$ cat config.mk
export PLATFORM = sky130hd
export DESIGN_NAME = ks_adder_pipe
export DESIGN_NICKNAME = d
export VERILOG_FILES = /design/src/rtl/ks_adder_pipe.sv
export SDC_FILE = /design/constraint.sdc
export NUM_CORES = 1
export LEC_CHECK = 0
export ABC_CLOCK_PERIOD_IN_PS = 19350
export CAP_MARGIN = 20
export CORE_ASPECT_RATIO = 0.8
export CORE_MARGIN = 5
export CORE_UTILIZATION = 45
export DETAILED_ROUTE_END_ITERATION = 16
export PLACE_DENSITY = 0.67
export SYNTH_ARGS = -nofsm -noshare
export SYNTH_HDL_FRONTEND = slang
export SYNTH_SLANG_ARGS = --single-unit
$ cat constraint.sdc
create_clock -name clk -period 19.35 [get_ports clk]
set_input_delay 3.87 -clock clk [delete_from_list [all_inputs] [get_ports clk]]
set_output_delay 3.87 -clock clk [all_outputs]
set_load 0.01 [all_outputs]
$ cat src/rtl/ks_adder_pipe.sv
// Pipelined Kogge-Stone add/subtract unit with valid/ready handshake on both sides.
// Register cuts land every PIPE_EVERY prefix levels; a sideband tag travels with each operation.
module ks_adder_pipe #(
    parameter int WIDTH      = 64,
    parameter int PIPE_EVERY = 2,
    parameter int TAG_W      = 4
) (
    input  logic             clk,
    input  logic             rst,
    input  logic             in_valid,
    output logic             in_ready,
    input  logic [WIDTH-1:0] a,
    input  logic [WIDTH-1:0] b,
    input  logic             cin,
    input  logic             sub,
    input  logic [TAG_W-1:0] in_tag,
    output logic             out_valid,
    input  logic             out_ready,
    output logic [WIDTH-1:0] sum,
    output logic             cout,
    output logic             ovf,
    output logic [TAG_W-1:0] out_tag
);
    localparam int L    = $clog2(WIDTH);
    localparam int NCUT = (L - 1) / PIPE_EVERY;
    localparam int LAT  = NCUT + 2;

    // Generate/propagate vectors are WIDTH+1 wide: index 0 carries c0 as the generate of bit -1.
    function automatic logic [2*WIDTH+1:0] prefix_level(input logic [WIDTH:0] g,
                                                        input logic [WIDTH:0] p,
                                                        input int span);
        logic [WIDTH:0] gn;
        logic [WIDTH:0] pn;
        gn = g;
        pn = p;
        for (int j = 0; j <= WIDTH; j++) begin
            if (j >= span) begin
                gn[j] = g[j] | (p[j] & g[j - span]);
                pn[j] = p[j] & p[j - span];
            end
        end
        return {gn, pn};
    endfunction

    logic [WIDTH-1:0] b_eff;
    logic [WIDTH-1:0] p0;
    logic             c0;

    assign b_eff = sub ? ~b : b;
    assign c0    = sub ? ~cin : cin;
    assign p0    = a ^ b_eff;

    logic [LAT-1:0] v;
    logic [LAT-1:0] v_src;
    logic [LAT:0]   rdy;

    assign v_src = {v[LAT-2:0], in_valid};

    // Ready ripples back from the consumer; an empty stage always accepts.
    always_comb begin
        rdy      = '0;
        rdy[LAT] = out_ready;
        for (int s = LAT - 1; s >= 0; s--) begin
            rdy[s] = !v[s] || rdy[s+1];
        end
    end

    assign in_ready  = rdy[0];
    assign out_valid = v[LAT-1];

    logic [NCUT:0][WIDTH:0]   st_g;
    logic [NCUT:0][WIDTH:0]   st_p;
    logic [NCUT:0][WIDTH-1:0] st_po;
    logic [NCUT:0][TAG_W-1:0] st_tag;
    logic [NCUT:0][WIDTH:0]   nx_g;
    logic [NCUT:0][WIDTH:0]   nx_p;
    logic [NCUT:0][WIDTH-1:0] nx_po;
    logic [NCUT:0][TAG_W-1:0] nx_tag;

    assign nx_g[0]   = {a & b_eff, c0};
    assign nx_p[0]   = {p0, 1'b0};
    assign nx_po[0]  = p0;
    assign nx_tag[0] = in_tag;

    genvar k;
    for (k = 1; k <= L; k++) begin : g_lvl
        logic [WIDTH:0] g;
        logic [WIDTH:0] p;
        logic [WIDTH:0] g_src;
        logic [WIDTH:0] p_src;

        if ((k - 1) % PIPE_EVERY == 0) begin : g_from_reg
            assign g_src = st_g[(k-1)/PIPE_EVERY];
            assign p_src = st_p[(k-1)/PIPE_EVERY];
        end else begin : g_from_lvl
            assign g_src = g_lvl[k-1].g;
            assign p_src = g_lvl[k-1].p;
        end

        assign {g, p} = prefix_level(g_src, p_src, 2 ** (k - 1));

        if ((k % PIPE_EVERY == 0) && (k < L)) begin : g_cut
            assign nx_g[k/PIPE_EVERY]   = g;
            assign nx_p[k/PIPE_EVERY]   = p;
            assign nx_po[k/PIPE_EVERY]  = st_po[k/PIPE_EVERY-1];
            assign nx_tag[k/PIPE_EVERY] = st_tag[k/PIPE_EVERY-1];
        end
    end

    logic [WIDTH:0]   fin_g;
    logic [WIDTH:0]   fin_p;
    logic [WIDTH-1:0] sum_c;
    logic             cout_c;
    logic             ovf_c;
    logic             unused_fin_p;

    assign fin_g = g_lvl[L].g;
    assign fin_p = g_lvl[L].p;

    // The top group spans bits 0..WIDTH-1 only, so c0 is folded in here for the carry-out.
    assign sum_c        = st_po[NCUT] ^ fin_g[WIDTH-1:0];
    assign cout_c       = fin_g[WIDTH] | (fin_p[WIDTH] & fin_g[0]);
    assign ovf_c        = cout_c ^ fin_g[WIDTH-1];
    assign unused_fin_p = ^fin_p[WIDTH-1:0];

    always_ff @(posedge clk) begin
        if (rst) begin
            v       <= '0;
            sum     <= '0;
            cout    <= 1'b0;
            ovf     <= 1'b0;
            out_tag <= '0;
        end else begin
            for (int s = 0; s < LAT; s++) begin
                if (rdy[s]) v[s] <= v_src[s];
            end
            for (int s = 0; s <= NCUT; s++) begin
                if (rdy[s] && v_src[s]) begin
                    st_g[s]   <= nx_g[s];
                    st_p[s]   <= nx_p[s];
                    st_po[s]  <= nx_po[s];
                    st_tag[s] <= nx_tag[s];
                end
            end
            if (rdy[LAT-1] && v_src[LAT-1]) begin
                sum     <= sum_c;
                cout    <= cout_c;
                ovf     <= ovf_c;
                out_tag <= st_tag[NCUT];
            end
        end
    end

endmodule
==> impl_results.md <==
- Vias in the first global route: 13500
- Total GRT Usage: between 10% and 20%
- Hold Buf Count CTS: 0
- H-tree levels: 2
- Final Wtd Congestion: 0.872
- Via density: 5.26
- Worst endpoint required time: about 15 ns
- Final setup skew: about 0.022 ns
- Synth Warn #: 0
- Syn_area_per_cell: 14.4 sq um
- Post-Syn Area: 22900 sq um
- Grt ovf: 0
- Initial antenna violation count: 1
- Headroom to the max-slew limit: roughly 22%
- Sequential area share after synthesis: 73.1%
- Slowest-stage cell, CP: clkdlybuf4s50_1
- Die area: approximately 56000 sq um
- CTS tree: done
- Placed cell area: approximately 26000 sq um
- Flops & latches, synth: 583
- Outcome: completed
- Crit share post-route: about half
- Crit path cell chain: clkdlybuf4s50_1 > nor2b_1 > and3_1 > nand2_1 > clkdlybuf4s50_1
- Setup crit end kind: primary output
- Hold Path Origin: nx_po[143]
- Worst-margin pin slew: about 1.2 ns
- Cells after Synth: approximately 1600
- CTS resizes: 0
- Core footprint: 50700 sq um
- Pleak: 0.00918 uW
- Crit Path Max Fanout: 4
- Worst-Skew Late Latency: slightly above 0.6 ns
- Hold Crit Class: flop to flop
- Io pins: 210
- Root Buffer Master: clkbuf_16
- Worst R2R Start: v[3]
- Critical path launch point: out_ready
- Hold slack final: a little over 0.4 ns
- Final HPWL DP: 38900 um
- Design area: between 20000 and 30000 sq um
- Routed Antenna Nets: 0
- Pins over their slew limit: 0
- Critical path launch point type: primary input
- Total power: ~2700 uW
- WP buf/inv: 2
- DRC errors left: 0
- Nets: between 2000 and 2500
- Largest net degree at the start of global routing: about 180
- Clock tree sinks: about 580
- Critical path class: primary input to primary output
- Die W: about 260 um
- Global-route wire length before repair: between 80000 and 90000 um
- Clk buf depth: 3
- Number of max-cap violations: 0
- Setup Fix Bufs, Post-CTS: 0
- Time the worst path needs with I/O delays and setup: around 9.4 ns
- Worst-path clk slew: about 0.060 ns
- Via count: between 10000 and 15000
- Area growth from synthesis to layout: 20.5%
- Die Y: around 210 um
- Worst Path Arrival: approximately 5.5 ns
- Final Hold Vio Count: 0
- CP most frequent cell: clkdlybuf4s50_1
- IO buf count: 209
- Clock buffer count from CTS: 56
- Initial Util: between 40 and 50%
- Row count: 74
- Unrepaired setup endpoints after global routing: no
- Syn Nets: about 1800
- Pre-Repair DR Iteration Count: 8
- Fmax achieved: 107 MHz
- PD cells: a little under 100 nW/um^2
- Final WL: roughly 53000 um
- Setup Total Neg Slack: 0 ns
- Initial DRC Count: 1426
- Top delay family on crit path: buffers and inverters
- Final setup violation count: 0
- VDD IR max: 0.0604 mV
- Fraction of layout cells with a size suffix above 1: between 6 and 7%
- Wire length per cell: 20.8 um
- CP max stage delay: 0.49 ns
- Layout Utilization: between 50% and 60%
- Cell variety after synth: 40
[per-stage QoR]
stage,setup WS (ns),std cells
after floorplan,0.174,1593
after global placement,10.01,2458
after detailed placement,9.98,2458
after CTS,9.97,2561
after global routing,9.89,2562
final,9.98,2563
[cells in the final DEF (no fill, tap or decap), types with 7 or more instances in the layout]
master / instances
edfxtp_1: 509
clkdlybuf4s50_1: 207
nand2_1: 159
a21oi_1: 153
nor2_1: 141
o21ai_0: 110
xor2_1: 93
dfxtp_1: 74
ha_1: 64
clkbuf_16: 57
a21o_1: 32
nand3b_1: 32
inv_1: 20
xnor2_1: 20
a211oi_2: 16
clkbuf_1: 16
o211ai_1: 15
nor3b_1: 14
nand4b_1: 14
nand4_1: 14
or4b_1: 13
o21ai_1: 13
buf_4: 11
clkinv_2: 9
nand2b_1: 8
and4_1: 8
nor2b_1: 7
[state kept, by name (all words and copies together), names as in the netlist]
| name | count |
|---|---|
| g_lvl.g_src | 195 |
| nx_po | 128 |
| g_lvl.p_src | 110 |
| st_po | 64 |
| sum | 64 |
| nx_tag | 8 |
| out_tag | 4 |
| st_tag | 4 |
| v | 4 |
| cout | 1 |
| ovf | 1 |
[cell usage after synthesis]
cell type	count	area [sq um]
a21oi_1	154	771
nor3_1	2	10.0
nor4_1	1	6.26
nand3_1	5	25.0
buf_4	2	15.0
nand4_1	14	87.6
ha_1	64	801
nand2b_1	8	50.1
and4_1	8	70.1
nand2_1	159	597
o211a_1	1	10.0
buf_6	2	22.5
o211ai_1	15	113
xor2_1	93	815
nor3b_1	15	113
buf_1	1	3.75
nor2b_1	7	43.8
dfxtp_1	74	1480
nor2_1	141	529
nand2_2	1	6.26
nand2b_4	1	13.8
nand3b_1	32	240
o21bai_1	6	45.0
xnor2_1	20	175
and3b_1	1	8.76
o21ai_0	110	551
o311ai_1	1	8.76
nor4_2	1	12.5
inv_1	20	75.1
a21boi_0	1	7.51
o21ai_1	13	65.1
or4b_1	13	130
nand4b_1	14	123
and3_1	2	12.5
edfxtp_1	509	15300
a21o_1	32	240
clkbuf_1	10	37.5
and2_1	1	6.26
a211oi_2	16	200
buf_2	23	115
[logic make-up after synthesis]
logic type | Yosys count | share of synthesized area, %
AOI/OAI and AO/OA | 349 | 8.77
buffers and inverters | 58 | 1.17
xor gates and xnor gates | 113 | 4.32
DFF | 583 | 73.1
and+or+nand+nor | 426 | 9.09
adders and majority gates | 64 | 3.49
[report_power, final]
part | total (uW) | switching, uW | internal (uW) | leakage, uW
clock network | 1100 | 454 | 643 | 0.000903
logic | 135 | 75.9 | 59.5 | 0.00301
registers | 1440 | 28.6 | 1410 | 0.00527
[area by class of cell]
type / instances / area, sq um
Tap cell: 684 / 856
Antenna cell: 2 / 5.00
Fill cell: 4175 / 23100
Sequential cell: 583 / 16800
Multi-Input combinational cell: 952 / 5910
Timing Repair Buffer: 219 / 2170
Clock buffer: 79 / 1570
Inverter: 20 / 75.1
Clock inverter: 24 / 273
[per-layer routing]
layer / part of all wire [%] / GRT usage, % / up-vias
li1: - / - / 6410
met1: 46 / 28.0 / 6531
met2: 43 / 27.7 / 475
met3: 8.8 / 5.24 / 69
met4: 1.8 / 4.07 / 0
met5: 0 / 0 / -
[path summary, 6_finish.rpt]
kind                endpoint  slack [ns]  depth (start not counted)
setup reg to reg  nx_po[153]       16.50                          5
hold reg to reg   st_po[143]        0.41                          0
hold / removal    st_po[143]        0.41                          0
setup / recovery    in_ready        9.98                          5
Note: power is estimated with default switching activity, not from simulation.
